$ cat config.mk
export PLATFORM = sky130hd
export DESIGN_NAME = dma_prio_arbiter_flat
export DESIGN_NICKNAME = d
export VERILOG_FILES = /design/src/rtl/dma_pkg.sv /design/src/rtl/dma_prio_arbiter_if.sv /design/src/rtl/dma_req_sync.sv /design/src/rtl/dma_prio_arbiter.sv /design/src/flat_wrapper.sv
export SDC_FILE = /design/constraint.sdc
export NUM_CORES = 1
export LEC_CHECK = 0
export BUFFER_PORTS_ARGS = -buffer_cell sky130_fd_sc_hd__buf_2
export CORE_UTILIZATION = 45
export CTS_CLUSTER_DIAMETER = 100
export DETAILED_ROUTE_END_ITERATION = 6
export GPL_TIMING_DRIVEN = 0
export PLACE_DENSITY = 0.68
export SLEW_MARGIN = 10
export SYNTH_ARGS = -nofsm -noshare
export SYNTH_HDL_FRONTEND = slang
export SYNTH_SLANG_ARGS = --single-unit
$ cat constraint.sdc
create_clock -name i_clk -period 3.24 [get_ports i_clk]
set_input_delay 0.972 -clock i_clk [delete_from_list [all_inputs] [get_ports i_clk]]
set_output_delay 0.972 -clock i_clk [all_outputs]
set_load 0.02 [all_outputs]
$ cat src/rtl/dma_pkg.sv
// Shared types, constants and the wrapped priority search used by the DMA channel arbiter.
package dma_pkg;

  localparam int MAX_CH          = 8;
  localparam int MAX_CH_W        = 3;
  localparam int DEF_SYNC_STAGES = 2;

  typedef enum logic [1:0] {
    IDLE  = 2'd0,
    REQ   = 2'd1,
    GRANT = 2'd2
  } dma_arb_state_e;

  typedef struct packed {
    logic                vld;
    logic [MAX_CH_W-1:0] idx;
  } dma_pick_t;

  // First set bit of req at or after ptr, wrapping modulo num_ch.
  function automatic dma_pick_t rot_pick(input logic [MAX_CH-1:0]   req,
                                         input logic [MAX_CH_W-1:0] ptr,
                                         input int                  num_ch);
    dma_pick_t pick;
    int        idx;
    pick.vld = 1'b0;
    pick.idx = '0;
    for (int i = 0; i < MAX_CH; i++) begin
      idx = int'(ptr) + i;
      if (idx >= num_ch) begin
        idx = idx - num_ch;
      end
      if ((i < num_ch) && !pick.vld && req[idx[MAX_CH_W-1:0]]) begin
        pick.vld = 1'b1;
        pick.idx = idx[MAX_CH_W-1:0];
      end
    end
    return pick;
  endfunction

endpackage

$ cat src/rtl/dma_prio_arbiter_if.sv
// Command/request/acknowledge bundle between the DMA register block, the CPU hold logic and the arbiter.
interface dma_prio_arbiter_if #(
  parameter int NUM_CH = 4
);
  localparam int CH_W = $clog2(NUM_CH);

  logic              dreq_act_low;
  logic              dack_act_low;
  logic              rot_prio;
  logic              ctrl_dis;
  logic [NUM_CH-1:0] dreq;
  logic [NUM_CH-1:0] mask;
  logic [NUM_CH-1:0] sw_req;
  logic              hlda;
  logic              svc_done;
  logic              hrq;
  logic [NUM_CH-1:0] dack;
  logic              grant_vld;
  logic [CH_W-1:0]   grant_ch;
  logic [NUM_CH-1:0] sw_clr;

  modport master (
    output dreq_act_low, dack_act_low, rot_prio, ctrl_dis, dreq, mask, sw_req, hlda, svc_done,
    input  hrq, dack, grant_vld, grant_ch, sw_clr
  );

  modport slave (
    input  dreq_act_low, dack_act_low, rot_prio, ctrl_dis, dreq, mask, sw_req, hlda, svc_done,
    output hrq, dack, grant_vld, grant_ch, sw_clr
  );

endinterface

$ cat src/rtl/dma_req_sync.sv
// Per-bit multi-flop synchroniser for asynchronous DMA request/EOP pins.
module dma_req_sync #(
  parameter int WIDTH  = 1,
  parameter int STAGES = 2
) (
  input  logic             i_clk,
  input  logic             i_rst_n,
  input  logic [WIDTH-1:0] i_d,
  output logic [WIDTH-1:0] o_q
);

  logic [STAGES-1:0][WIDTH-1:0] r_sync;

  // Shift chain: stage 0 samples the pin, last stage feeds the logic.
  always_ff @(posedge i_clk or negedge i_rst_n) begin
    if (!i_rst_n) begin
      r_sync <= '0;
    end else begin
      r_sync[0] <= i_d;
      for (int i = 1; i < STAGES; i++) begin
        r_sync[i] <= r_sync[i-1];
      end
    end
  end

  assign o_q = r_sync[STAGES-1];

endmodule

$ cat src/rtl/dma_prio_arbiter.sv
// DMA channel arbiter: qualifies DREQ/software requests, picks a channel by fixed or
// rotating priority, runs the HRQ/HLDA hold handshake and drives DACK until service completes.
module dma_prio_arbiter
  import dma_pkg::*;
#(
  parameter int NUM_CH      = 4,
  parameter int SYNC_STAGES = DEF_SYNC_STAGES
) (
  input  logic               i_clk,
  input  logic               i_rst_n,
  dma_prio_arbiter_if.slave  bus
);

  localparam int CH_W = $clog2(NUM_CH);

  if ((NUM_CH < 2) || (NUM_CH > MAX_CH)) begin : g_bad_num_ch
    $error("dma_prio_arbiter: NUM_CH must be 2..8");
  end
  if ((SYNC_STAGES < 1) || (SYNC_STAGES > 3)) begin : g_bad_sync
    $error("dma_prio_arbiter: SYNC_STAGES must be 1..3");
  end

  dma_arb_state_e    r_state;
  dma_arb_state_e    w_state_nxt;
  logic              r_hrq;
  logic              w_hrq_nxt;
  logic              r_grant_vld;
  logic              w_grant_vld_nxt;
  logic [CH_W-1:0]   r_grant_ch;
  logic [CH_W-1:0]   w_grant_ch_nxt;
  logic [NUM_CH-1:0] r_ack;
  logic [NUM_CH-1:0] w_ack_nxt;
  logic [NUM_CH-1:0] r_sw_clr;
  logic [NUM_CH-1:0] w_sw_clr_nxt;
  logic [CH_W-1:0]   r_ptr;
  logic [CH_W-1:0]   w_ptr_nxt;

  logic [NUM_CH-1:0]   w_dreq_sync;
  logic [NUM_CH-1:0]   w_hw_req;
  logic [NUM_CH-1:0]   w_req;
  logic [NUM_CH-1:0]   w_req_after;
  logic [NUM_CH-1:0]   w_gnt_oh;
  logic [NUM_CH-1:0]   w_win_oh;
  logic [MAX_CH-1:0]   w_req_ext;
  logic [MAX_CH_W-1:0] w_ptr_ext;
  dma_pick_t           w_pick;
  logic [CH_W-1:0]     w_win;

  dma_req_sync #(
    .WIDTH  (NUM_CH),
    .STAGES (SYNC_STAGES)
  ) u_dreq_sync (
    .i_clk   (i_clk),
    .i_rst_n (i_rst_n),
    .i_d     (bus.dreq),
    .o_q     (w_dreq_sync)
  );

  // Request qualification; w_req_after drops the software bit being cleared by this service.
  always_comb begin
    w_hw_req = w_dreq_sync ^ {NUM_CH{bus.dreq_act_low}};
    w_gnt_oh = NUM_CH'(1) << r_grant_ch;
    if (bus.ctrl_dis) begin
      w_req       = '0;
      w_req_after = '0;
    end else begin
      w_req       = (w_hw_req & ~bus.mask) | bus.sw_req;
      w_req_after = (w_hw_req & ~bus.mask) | (bus.sw_req & ~w_gnt_oh);
    end
  end

  // Winner selection; fixed priority is the rotating search anchored at channel 0.
  always_comb begin
    w_req_ext               = '0;
    w_req_ext[NUM_CH-1:0]   = w_req;
    w_ptr_ext               = '0;
    if (bus.rot_prio) begin
      w_ptr_ext[CH_W-1:0] = r_ptr;
    end else begin
      w_ptr_ext = '0;
    end
    w_pick   = rot_pick(w_req_ext, w_ptr_ext, NUM_CH);
    w_win    = CH_W'(w_pick.idx);
    w_win_oh = NUM_CH'(1) << w_win;
  end

  // Next-state and next-output logic of the hold/grant FSM.
  always_comb begin
    w_state_nxt     = r_state;
    w_hrq_nxt       = r_hrq;
    w_grant_vld_nxt = r_grant_vld;
    w_grant_ch_nxt  = r_grant_ch;
    w_ack_nxt       = r_ack;
    w_sw_clr_nxt    = '0;
    w_ptr_nxt       = r_ptr;
    case (r_state)
      IDLE: begin
        if (w_pick.vld) begin
          w_state_nxt = REQ;
          w_hrq_nxt   = 1'b1;
        end else begin
          w_hrq_nxt   = 1'b0;
        end
      end
      REQ: begin
        if (!w_pick.vld) begin
          w_state_nxt = IDLE;
          w_hrq_nxt   = 1'b0;
        end else if (bus.hlda) begin
          w_state_nxt     = GRANT;
          w_grant_vld_nxt = 1'b1;
          w_grant_ch_nxt  = w_win;
          w_ack_nxt       = w_win_oh;
        end else begin
          w_state_nxt = REQ;
        end
      end
      GRANT: begin
        if (bus.svc_done) begin
          w_grant_vld_nxt = 1'b0;
          w_ack_nxt       = '0;
          if (r_grant_ch == CH_W'(NUM_CH - 1)) begin
            w_ptr_nxt = '0;
          end else begin
            w_ptr_nxt = r_grant_ch + CH_W'(1);
          end
          if (bus.sw_req[r_grant_ch]) begin
            w_sw_clr_nxt = w_gnt_oh;
          end else begin
            w_sw_clr_nxt = '0;
          end
          if (|w_req_after) begin
            w_state_nxt = REQ;
            w_hrq_nxt   = 1'b1;
          end else begin
            w_state_nxt = IDLE;
            w_hrq_nxt   = 1'b0;
          end
        end else if (!bus.hlda) begin
          // CPU took the bus back: drop the grant but keep asking for it.
          w_state_nxt     = REQ;
          w_grant_vld_nxt = 1'b0;
          w_ack_nxt       = '0;
        end else begin
          w_state_nxt = GRANT;
        end
      end
      default: begin
        w_state_nxt     = IDLE;
        w_hrq_nxt       = 1'b0;
        w_grant_vld_nxt = 1'b0;
        w_grant_ch_nxt  = '0;
        w_ack_nxt       = '0;
      end
    endcase
  end

  // State and registered outputs.
  always_ff @(posedge i_clk or negedge i_rst_n) begin
    if (!i_rst_n) begin
      r_state     <= IDLE;
      r_hrq       <= 1'b0;
      r_grant_vld <= 1'b0;
      r_grant_ch  <= '0;
      r_ack       <= '0;
      r_sw_clr    <= '0;
      r_ptr       <= '0;
    end else begin
      r_state     <= w_state_nxt;
      r_hrq       <= w_hrq_nxt;
      r_grant_vld <= w_grant_vld_nxt;
      r_grant_ch  <= w_grant_ch_nxt;
      r_ack       <= w_ack_nxt;
      r_sw_clr    <= w_sw_clr_nxt;
      r_ptr       <= w_ptr_nxt;
    end
  end

  assign bus.hrq       = r_hrq;
  assign bus.grant_vld = r_grant_vld;
  assign bus.grant_ch  = r_grant_ch;
  assign bus.sw_clr    = r_sw_clr;
  assign bus.dack      = r_ack ^ {NUM_CH{bus.dack_act_low}};

endmodule

$ cat src/flat_wrapper.sv
// flat-port wrapper written by rule: the top's interface ports become plain ports
module dma_prio_arbiter_flat import dma_pkg::*;
#(
  parameter int NUM_CH      = 4,
  parameter int SYNC_STAGES = DEF_SYNC_STAGES
)
  (i_clk, i_rst_n, bus_dreq_act_low, bus_dack_act_low, bus_rot_prio, bus_ctrl_dis, bus_dreq, bus_mask, bus_sw_req, bus_hlda, bus_svc_done, bus_hrq, bus_dack, bus_grant_vld, bus_grant_ch, bus_sw_clr);
  dma_prio_arbiter_if #(.NUM_CH(NUM_CH)) bus_i ();
  input  logic i_clk;
  input  logic i_rst_n;
  input wire logic [$bits(bus_i.dreq_act_low)-1:0] bus_dreq_act_low;
  input wire logic [$bits(bus_i.dack_act_low)-1:0] bus_dack_act_low;
  input wire logic [$bits(bus_i.rot_prio)-1:0] bus_rot_prio;
  input wire logic [$bits(bus_i.ctrl_dis)-1:0] bus_ctrl_dis;
  input wire logic [$bits(bus_i.dreq)-1:0] bus_dreq;
  input wire logic [$bits(bus_i.mask)-1:0] bus_mask;
  input wire logic [$bits(bus_i.sw_req)-1:0] bus_sw_req;
  input wire logic [$bits(bus_i.hlda)-1:0] bus_hlda;
  input wire logic [$bits(bus_i.svc_done)-1:0] bus_svc_done;
  output wire logic [$bits(bus_i.hrq)-1:0] bus_hrq;
  output wire logic [$bits(bus_i.dack)-1:0] bus_dack;
  output wire logic [$bits(bus_i.grant_vld)-1:0] bus_grant_vld;
  output wire logic [$bits(bus_i.grant_ch)-1:0] bus_grant_ch;
  output wire logic [$bits(bus_i.sw_clr)-1:0] bus_sw_clr;
  assign bus_i.dreq_act_low = bus_dreq_act_low;
  assign bus_i.dack_act_low = bus_dack_act_low;
  assign bus_i.rot_prio = bus_rot_prio;
  assign bus_i.ctrl_dis = bus_ctrl_dis;
  assign bus_i.dreq = bus_dreq;
  assign bus_i.mask = bus_mask;
  assign bus_i.sw_req = bus_sw_req;
  assign bus_i.hlda = bus_hlda;
  assign bus_i.svc_done = bus_svc_done;
  assign bus_hrq = bus_i.hrq;
  assign bus_dack = bus_i.dack;
  assign bus_grant_vld = bus_i.grant_vld;
  assign bus_grant_ch = bus_i.grant_ch;
  assign bus_sw_clr = bus_i.sw_clr;
  dma_prio_arbiter #(.NUM_CH(NUM_CH), .SYNC_STAGES(SYNC_STAGES)) u_core (.i_clk(i_clk), .i_rst_n(i_rst_n), .bus(bus_i));
endmodule
Word level (Yosys, flattened, before mapping)
Cells that the tools add are included.

operators by class
  $add $sub $neg = 8
  order comparisons = 9
  equal/unequal tests = 9
  shift-type cells = 2
  muxes and demuxes = 49
  bitwise gates (word level) = 10
  reduce and logical (&&, ||, !) cells = 13

operators with widths
  kind                                                                           number
  32-bit by 4-bit >= comparator with 1-bit output (second input constant)        3
  4-bit two-way mux                                                              13
  3-bit by 4-bit less-than comparator with 1-bit output (second input constant)  4
  2-bit two-way mux                                                              8
  1-bit two-way mux                                                              14
  1-bit binary-select mux with 3-bit select                                      4
  3-bit two-way mux                                                              4
  4-bit one-hot mux with 3 select lines                                          1
  3-bit subtractor (second input constant)                                       3
  4-bit bitwise AND                                                              2
  4-bit inverter                                                                 2
  4-bit OR                                                                       2
  1-bit by 2-bit << shifter with 4-bit output (first input constant)             2
  4-bit XOR                                                                      2
  2-bit by 2-bit adder with 3-bit output (second input constant)                 2
  2-bit != test (second input constant)                                          3
  1-bit one-hot mux with 3 select lines                                          2
  2-bit one-hot mux with 3 select lines                                          1
  2-bit == test (second input constant)                                          2
  2-bit by 1-bit != test with 1-bit output (second input constant)               2
  2-bit one-hot mux with 2 select lines                                          1
  2-bit AND reduction                                                            2
  4-bit AND reduction                                                            1
  4-bit OR reduction                                                             1
  14 further kinds                                                               19

storage, ports and cells
  flip-flop bits (word level) = 24
  bits of input ports = 20
  output and inout bits = 12
  word-level logic and storage cells = 109

Logic depth before layout (Yosys ltp)
Gate-level depths: netlist of run 1.

  word-level depth = 20
  depth in mapped cells = 8
  mapped depth without buffers = 7

Cells and area by module
A second synthesis of run 1 with hierarchy kept.

unflattened totals
  cell total of the unflattened synthesis = 131
  area, all modules = 1365.1 um2

modules (own cells, without submodules)
  module            times used  cells each  area each (um2)  seq. area each (um2)
  dma_prio_arbiter  1           119         1134.8           400.4
  dma_req_sync      1           12          230.2            200.2

Worst setup path after synthesis of run 1
No wires, ideal clock.

  kind = in2reg
  from = in bus_ctrl_dis
  to = reg u_core.r_ack[0]
  library setup time = 120 ps
  arrival = 2665 ps
  data required time = 3120 ps
  slack = 455 ps
  stages = 7
  buffers on the path = 1
  cell sequence = buf_2 > or2_1 > a2bb2oi_1 > mux4_2 > o221a_1 > or2_0 > a41o_1

between the ends
  cells in the longest elaborated chain, start to end = 17
  elaborated cells on any way between the ends = 25
  those cells by class = 1 x eq/ne; 1 x shift; 16 x mux; 7 x reduce/logical

RTL lines
  item                                         line                     text
  start, declared                              flat_wrapper.sv:14       input wire logic [$bits(bus_i.ctrl_dis)-1:0] bus_ctrl_dis;
  4-bit two-way mux *                          dma_prio_arbiter.sv:63   if (bus.ctrl_dis) begin
  1-bit binary-select mux with 3-bit select    dma_pkg.sv:32            if ((i < num_ch) && !pick.vld && req[idx[MAX_CH_W-1:0]]) begin
  1-bit two-way mux (implied by the code)      dma_pkg.sv:32
  4-bit two-way mux                            dma_pkg.sv:32
  1-bit zero test                              dma_pkg.sv:32
  1-bit logical AND                            dma_pkg.sv:32
  4-bit two-way mux                            dma_pkg.sv:32
  1-bit zero test                              dma_pkg.sv:32
  1-bit logical AND                            dma_pkg.sv:32
  4-bit two-way mux                            dma_pkg.sv:32
  1-bit zero test                              dma_pkg.sv:32
  1-bit logical AND                            dma_pkg.sv:32
  4-bit two-way mux *                          dma_pkg.sv:32
  1-bit by 2-bit << shifter with 4-bit output  dma_prio_arbiter.sv:84   w_win_oh = NUM_CH'(1) << w_win;
  4-bit two-way mux                            dma_prio_arbiter.sv:109  end else if (bus.hlda) begin
  4-bit two-way mux                            dma_prio_arbiter.sv:106  if (!w_pick.vld) begin
  4-bit one-hot mux with 3 select lines        dma_prio_arbiter.sv:96   case (r_state)
  end signal, assigned                         dma_prio_arbiter.sv:173  r_ack <= w_ack_nxt;
  end, declared                                dma_prio_arbiter.sv:31   logic [NUM_CH-1:0] r_ack;

Mark *: on every way between the ends. The rest lies on a longest branch, timed or not. The select of a mux whose other input is x is not followed.
A chain may end at the register's enable or synchronous reset.

Worst setup path after layout of run 1
  from = in bus_dreq_act_low
  to = reg u_core.r_ack[3]

between the ends
  cells in the longest elaborated chain, start to end = 20
  elaborated cells on any way between the ends = 28
  those cells by class = 1 x eq/ne; 1 x shift; 16 x mux; 3 x bitwise; 7 x reduce/logical

RTL lines
  item                                         line                     text
  start, declared                              flat_wrapper.sv:11       input wire logic [$bits(bus_i.dreq_act_low)-1:0] bus_dreq_act_low;
  4-bit XOR *                                  dma_prio_arbiter.sv:61   w_hw_req = w_dreq_sync ^ {NUM_CH{bus.dreq_act_low}};
  4-bit bitwise AND *                          dma_prio_arbiter.sv:67   w_req = (w_hw_req & ~bus.mask) | bus.sw_req;
  4-bit OR *                                   dma_prio_arbiter.sv:67
  4-bit two-way mux *                          dma_prio_arbiter.sv:63
  1-bit binary-select mux with 3-bit select    dma_pkg.sv:32
  1-bit two-way mux (implied by the code)      dma_pkg.sv:32
  4-bit two-way mux                            dma_pkg.sv:32
  1-bit zero test                              dma_pkg.sv:32
  (+4 left out)                                --
  4-bit two-way mux                            dma_pkg.sv:32
  1-bit zero test                              dma_pkg.sv:32
  1-bit logical AND                            dma_pkg.sv:32
  4-bit two-way mux *                          dma_pkg.sv:32
  1-bit by 2-bit << shifter with 4-bit output  dma_prio_arbiter.sv:84
  4-bit two-way mux                            dma_prio_arbiter.sv:109
  4-bit two-way mux                            dma_prio_arbiter.sv:106
  4-bit one-hot mux with 3 select lines        dma_prio_arbiter.sv:96

Marked as above.

==> run_results.csv, run 1 <==
group,metric,value,unit
timing,slew_headroom,65.83,%
synth,synth_nets,179,
synth,synth.avg_cell_area,9.622,um^2
global_route,grt_overflow,0,
floorplan,fp.dieH,59.57,um
power_and_ir_drop,ir_worst_vdd,0.3000,mV
timing,rsz0062_at_grt,"no",
final_layout,layout.nets,212,
synth,synthesis.area,1491,um^2
global_route,grtUsageTotal,20.65,%
worst_hold_path,hold_path_class,"register to register",
timing,fin_tns_setup,0,ns
final_layout,fillers,320,
timing,tightest_slew,0.5125,ns
global_route,grt_max_degree,25,
route,vias_per_cell,5.735,
final_layout,diodes,0,
synth,yosys_warnings,0,
route,routedWlPerCell,14.37,um
clock_tree,cts-root-buf,"clkbuf_4",
synth,ys_ff_latch,24,
final_layout,mostFrequentLayoutCells,"29 x buf_2, 24 x dfrtp_1, 16 x inv_1, 10 x o21ai_0, 10 x nand2_1",
timing,holdWs,0.3609,ns
worst_setup_path,worst-endpoint-required,3.49,ns
floorplan,start_util,48.06,%
worst_setup_path,cp-start-kind,"input pin",
timing,hold_viol_final,0,
final_layout,final_common_cell,"buf_2",
timing,fin_crit_sh,83.18,%
synth,yosysSeqAreaShare,40.27,%
worst_setup_path,cp_max_fo,5,
clock_tree,insertion_delay,0.31,ns
clock_tree,ctsResizeCount,0,
floorplan,die_area,3549,um^2
global_route,grt_pass1_wl,5444,um
power_and_ir_drop,p_leak,0.8320,nW
clock_tree,postCtsSetupBuffers,0,
synth,netlist_instances,155,
timing,setup_viol,0,
clock_tree,cts_tree,"built",
floorplan,die_w,59.57,um
place,gp_congestion,0.8160,
route,first_pass_iters,4,
worst_hold_path,hold_depth,0,
floorplan,core,3103,um^2
route,drtIter0Drc,74,
route,vias,1319,
final_layout,area_growth,14.60,%
place,io_buffers,28,
clock_tree,hold_buffers,0,
route,ant_nets,0,
place,dpl.hpwl,2658,um
status,status,"finished clean",
global_route,grt_pass1_vias,1161,
worst_setup_path,crit_type,"input pin to register",
clock_tree,cts.htree.levels,1,
route,drc,0,
floorplan,ios,32,
clock_tree,clockBufferDepth,2,
clock_tree,cts_buffers,3,
synth,synth.distinct_cells,47,
place,post-place-ws,0.2094,ns
route,drt-total-wl,3304,um
worst_setup_path,ff2ff_path_depth,7,
timing,fin_worst_skew,0.01324,ns
clock_tree,cts_num_sinks,24,
clock_tree,clk_pin_slew,0.12,ns
power_and_ir_drop,power_density,659.8,nW/um^2
timing,setup_ws,0.5451,ns
timing,min_period,2.695,ns
timing,slew_viol_final,0,
worst_setup_path,worstPathArrival,2.95,ns
global_route,antenna_found_initial,0,
final_layout,layout-drive-gt1-share,22.04,%
worst_setup_path,reg2reg_slack,0.86,ns
floorplan,rows,20,
worst_setup_path,end_kind,"register",
timing,fmax,371.1,MHz
job,cap_viol_max_count,0,
[sequential cells by signal, indices dropped and copies added (netlist names)]
signal / count
u_core.r_ptr: 2
u_core.bus.grant_vld: 1
u_core.r_state: 2
u_core.r_ack: 4
u_core.bus.sw_clr: 4
u_core.bus.hrq: 1
u_core.bus.grant_ch: 2
u_core.u_dreq_sync.r_sync: 4
u_core.u_dreq_sync.o_q: 4
[kinds of logic (layout without fill, tap and decap cells)]
family / Yosys count / in the layout / share of synthesized area (%)
buffers and inverters: 19 / 50 / 5.452
adders and majority gates: 4 / 4 / 3.356
xor gates and xnor gates: 9 / 9 / 5.789
and+or+nand+nor: 42 / 42 / 14.93
AOI/OAI and AO/OA: 54 / 54 / 26.43
DFF: 24 / 24 / 40.27
muxes: 3 / 3 / 3.775
[through the flow]
stage | utilization, % | std cells | power, mW | area [um^2]
5_1_grt | 55.08 | 230 | 1.225 | 1709
3_5_place_dp | 54.35 | 227 | 1.009 | 1687
6_report | 55.08 | 230 | 1.128 | 1709
3_3_place_gp | 54.35 | 227 | 0.9983 | 1687
4_1_cts | 55.08 | 230 | 1.136 | 1709
2_1_floorplan | - | 155 | 0.8404 | 1491
[critical path: stages]
cell	delay [ns]
buf_6	0.11
xnor2_2	0.15
o31ai_1	0.43
nor3_1	0.16
o211ai_1	0.33
nand4b_1	0.25
or3_4	0.45
o21ai_2	0.11
[power breakdown]
| part | total, mW | switching (mW) | internal [mW] |
|---|---|---|---|
| Combinational | 0.550 | 0.328 | 0.222 |
| Clock | 0.122 | 0.0789 | 0.0435 |
| Sequential | 0.456 | 0.0840 | 0.372 |
| Total | 1.13 | 0.491 | 0.637 |
[area by class of cell]
class | count | area [um^2] | area share, %
multi-input combinational | 112 | 809.5 | 47.36
clock buffer | 3 | 22.52 | 1.318
inverter | 16 | 60.06 | 3.514
tap | 44 | 55.05 | 3.221
buffer | 3 | 21.27 | 1.245
timing repair buffer | 28 | 140.1 | 8.199
sequential | 24 | 600.6 | 35.14
[routing by layer]
layer / up-vias / part of all wire (%) / global-route usage, % / wire length, um
li1: 633 / - / - / -
met5: - / 0 / 0 / 0
met1: 630 / 49 / 29.79 / 1603
met2: 52 / 46 / 31.46 / 1526
met3: 4 / 4.6 / 4.585 / 153
met4: 0 / 0.64 / 4.983 / 21
[cells in the mapped netlist (all sizes together)]
master,n,share of area (%)
nand2b,2,0.84
or2,2,0.84
o211ai,5,2.5
o211a,1,0.67
a32oi,1,1.1
o21a,3,1.5
a2bb2oi,1,0.59
nand3,3,1.0
mux4,2,3.0
o2bb2ai,1,0.59
buf,2,1.1
xor2,6,3.5
a31oi,4,1.7
nand3b,1,0.50
and3,2,0.84
a221o,1,0.67
inv,16,4.0
mux2,1,0.75
a21oi,3,1.0
o221a,1,0.75
nor2,6,1.5
ha,4,3.4
o221ai,1,0.59
dfrtp,24,40
a221oi,1,0.59
nor2b,4,1.7
and2,5,2.1
o21ai,12,4.3
or3,1,0.75
a211o,2,1.2
nand4b,1,0.59
a41o,2,1.3
clkbuf,1,0.34
nand2,10,2.5
xnor2,3,2.3
a22oi,3,1.5
nor3,4,1.3
o22ai,5,2.1
nand4,1,0.42
o31a,3,1.8
o31ai,4,2.0
[worst paths after layout]
check	start	end
max	bus_dreq_act_low	u_core.r_ack[3]$_DFFE_PN0P_
min	u_core.u_dreq_sync.r_sync[1]$_DFF_PN0_	u_core.u_dreq_sync.o_q[1]$_DFF_PN0_
max reg2reg	u_core.u_dreq_sync.o_q[2]$_DFF_PN0_	u_core.r_ack[3]$_DFFE_PN0P_
min reg2reg	u_core.u_dreq_sync.r_sync[1]$_DFF_PN0_	u_core.u_dreq_sync.o_q[1]$_DFF_PN0_
max in group asynchronous	i_rst_n	u_core.u_dreq_sync.r_sync[2]$_DFF_PN0_
min in group asynchronous	i_rst_n	u_core.bus.sw_clr[0]$_DFF_PN0_
(Power assumes the default switching activity.)
==> inputs of run 2 (changes only) <==
Settings changed: PLACE_DENSITY 0.68 to 0.71.
Clock period 3.24 ns to 2.21 ns, I/O delays scaled along.
==> run_results.csv, run 2 (synthesis gave the netlist of run 1 again) <==
group,metric,value,unit
global_route,grtUsageTotal,22.41,%
final_layout,fin_area,1899,um^2
worst_setup_path,cp_slowest_cell,"mux4_2",
clock_tree,insertion_delay,0.32,ns
route,drc,0,
worst_hold_path,hold_path_class,"input pin to asynchronous set/reset pin",
timing,slew_viol_final,0,
clock_tree,cts_buffers,3,
final_layout,mostFrequentLayoutCells,"27 x buf_2, 23 x dfrtp_1, 15 x inv_1, 9 x nand2_1, 8 x o21ai_0",
worst_setup_path,worst-endpoint-required,2.44,ns
floorplan,die_area,3549,um^2
final_layout,diodes,0,
timing,setup_ws,-0.05850,ns
timing,tightest_slew,0.5135,ns
worst_setup_path,worstPathArrival,2.49,ns
timing,fmax,440.8,MHz
global_route,grt_busiest_layer,"met2",
floorplan,rows,20,
clock_tree,clockBufferDepth,2,
floorplan,die_w,59.57,um
worst_setup_path,critPathTopFamily,"compound AO/OA/AOI/OAI gates",
worst_setup_path,crit_type,"input pin to register",
global_route,grtUsageMet1,32.59,%
floorplan,ios,32,
status,violations,"negative setup slack",
final_layout,layout-drive-gt1-share,32.12,%
global_route,antenna_found_initial,0,
timing,fin_tns_setup,-0.1488,ns
final_layout,layout.nets,218,
worst_setup_path,cp-start-kind,"input pin",
job,cap_viol_max_count,0,
global_route,gr-usage-met2,35.63,%
floorplan,fp.dieH,59.57,um
floorplan,core,3103,um^2
route,drt-total-wl,3599,um
worst_setup_path,end_kind,"register",
clock_tree,hold_buffers,0,
worst_setup_path,cp_max_fo,5,
clock_tree,clk_pin_slew,0.13,ns
place,place_area,1719,um^2
timing,fin_crit_sh,102.6,%
route,drtIter0Drc,57,
power_and_ir_drop,power_density,949.9,nW/um^2
global_route,grt_max_degree,25,
global_route,grt_pass1_wl,5927,um
status,status,"complete, but fails checks",
place,io_buffers,28,
route,ant_nets,0,
global_route,grtUsageMet3,4.803,%
route,routedWlPerCell,15.19,um
floorplan,start_util,48.06,%
clock_tree,cts-root-buf,"clkbuf_4",
timing,slew_headroom,65.77,%
route,vias_per_cell,5.650,
global_route,grt_pass1_vias,1261,
final_layout,final_core_util,61.21,%
place,dpl.hpwl,2811,um
power_and_ir_drop,p_leak,0.8917,nW
worst_setup_path,slowest_delay,0.51,ns
route,first_pass_iters,4,
final_layout,area_growth,27.35,%
clock_tree,cts_num_sinks,24,
final_layout,fillers,288,
timing,hold_viol_final,0,
timing,setup_viol,4,
final_layout,register_area,601.8,um^2
final_layout,final_common_cell,"buf_2",
route,vias,1339,
timing,rsz0062_at_grt,"yes",
place,gp_congestion,0.8594,
worst_setup_path,critPathBufInv,1,
power_and_ir_drop,ir_worst_vdd,0.6727,mV
final_layout,multi_input_area,914.6,um^2
timing,fin_worst_skew,0.01207,ns
worst_setup_path,crit_chain,"buf_12 -> xnor2_2 -> o31a_1 -> mux4_2 -> o221a_1 -> or2_0 -> a41o_1",
clock_tree,cts.htree.levels,1,
timing,min_period,2.268,ns
global_route,grt_overflow,0,
clock_tree,cts_tree,"built",
[run 2: cell types whose count changed in the layout (fill, tap and decap cells not counted), moves of 2 or more]
cell	delta
buf_2	-2
nand3_2	+2
o21ai_0	-2
o31ai_1	-2
o31ai_4	+2
buf_4	+6
nand3_1	-2
o21ai_1	+2
[run 2: what timing repair did]
| action | CTS | global route |
|---|---|---|
| endpoints found under the setup margin | 7 | 7 |
| pin swaps | 6 | 6 |
| gates resized for setup | 11 | 11 |
| setup buffers | 3 | 3 |
[run 2: final timing paths]
kind                                                         from                                   to  slack (ns)  cells past startpoint
setup / recovery                                 bus_dreq_act_low          u_core.r_ack[0]$_DFFE_PN0P_       -0.06                      7
hold reg to reg            u_core.u_dreq_sync.r_sync[1]$_DFF_PN0_  u_core.u_dreq_sync.o_q[1]$_DFF_PN0_        0.37                      0
hold / removal                                            i_rst_n       u_core.bus.sw_clr[0]$_DFF_PN0_        0.29                      1
max in group asynchronous                                 i_rst_n  u_core.u_dreq_sync.o_q[2]$_DFF_PN0_        1.53                      1
setup reg to reg              u_core.u_dreq_sync.o_q[0]$_DFF_PN0_          u_core.r_ack[0]$_DFFE_PN0P_       -0.05                      6
min in group i_clk         u_core.u_dreq_sync.r_sync[1]$_DFF_PN0_  u_core.u_dreq_sync.o_q[1]$_DFF_PN0_        0.37                      0
[run 2: layout make-up]
class | count | share of cell area [%]
Inverter | 16 | 3.360
Multi-Input combinational cell | 112 | 48.16
Tap cell | 44 | 2.899
Clock buffer | 4 | 1.910
Timing Repair Buffer | 34 | 10.08
Sequential cell | 24 | 31.69
Buffer | 3 | 1.910
[run 2: metrics by stage]
step                      total power [mW]  setup WS, ns  hold WS (ns)  cells
after floorplan                      1.240       -0.1878        0.3312    155
after global placement               1.468       -0.5159        0.3363    227
after detailed placement             1.494       -0.5283        0.3395    227
after CTS                            1.758      -0.02782        0.3222    234
after global routing                 1.957      -0.09753        0.3174    237
final                                1.804      -0.05850        0.2904    237
[run 2: per-layer routing]
metal / vias up / part of all wire, % / wire, um
li1: 650 / - / -
met1: 647 / 46 / 1662
met2: 39 / 48 / 1710
met3: 3 / 5.9 / 214
met4: 0 / 0.33 / 12
met5: - / 0 / 0
[run 2: report_power, final]
| group | internal [mW] | switching, mW |
|---|---|---|
| clock network | 0.101 | 0.126 |
| logic | 0.377 | 0.525 |
| registers | 0.545 | 0.130 |
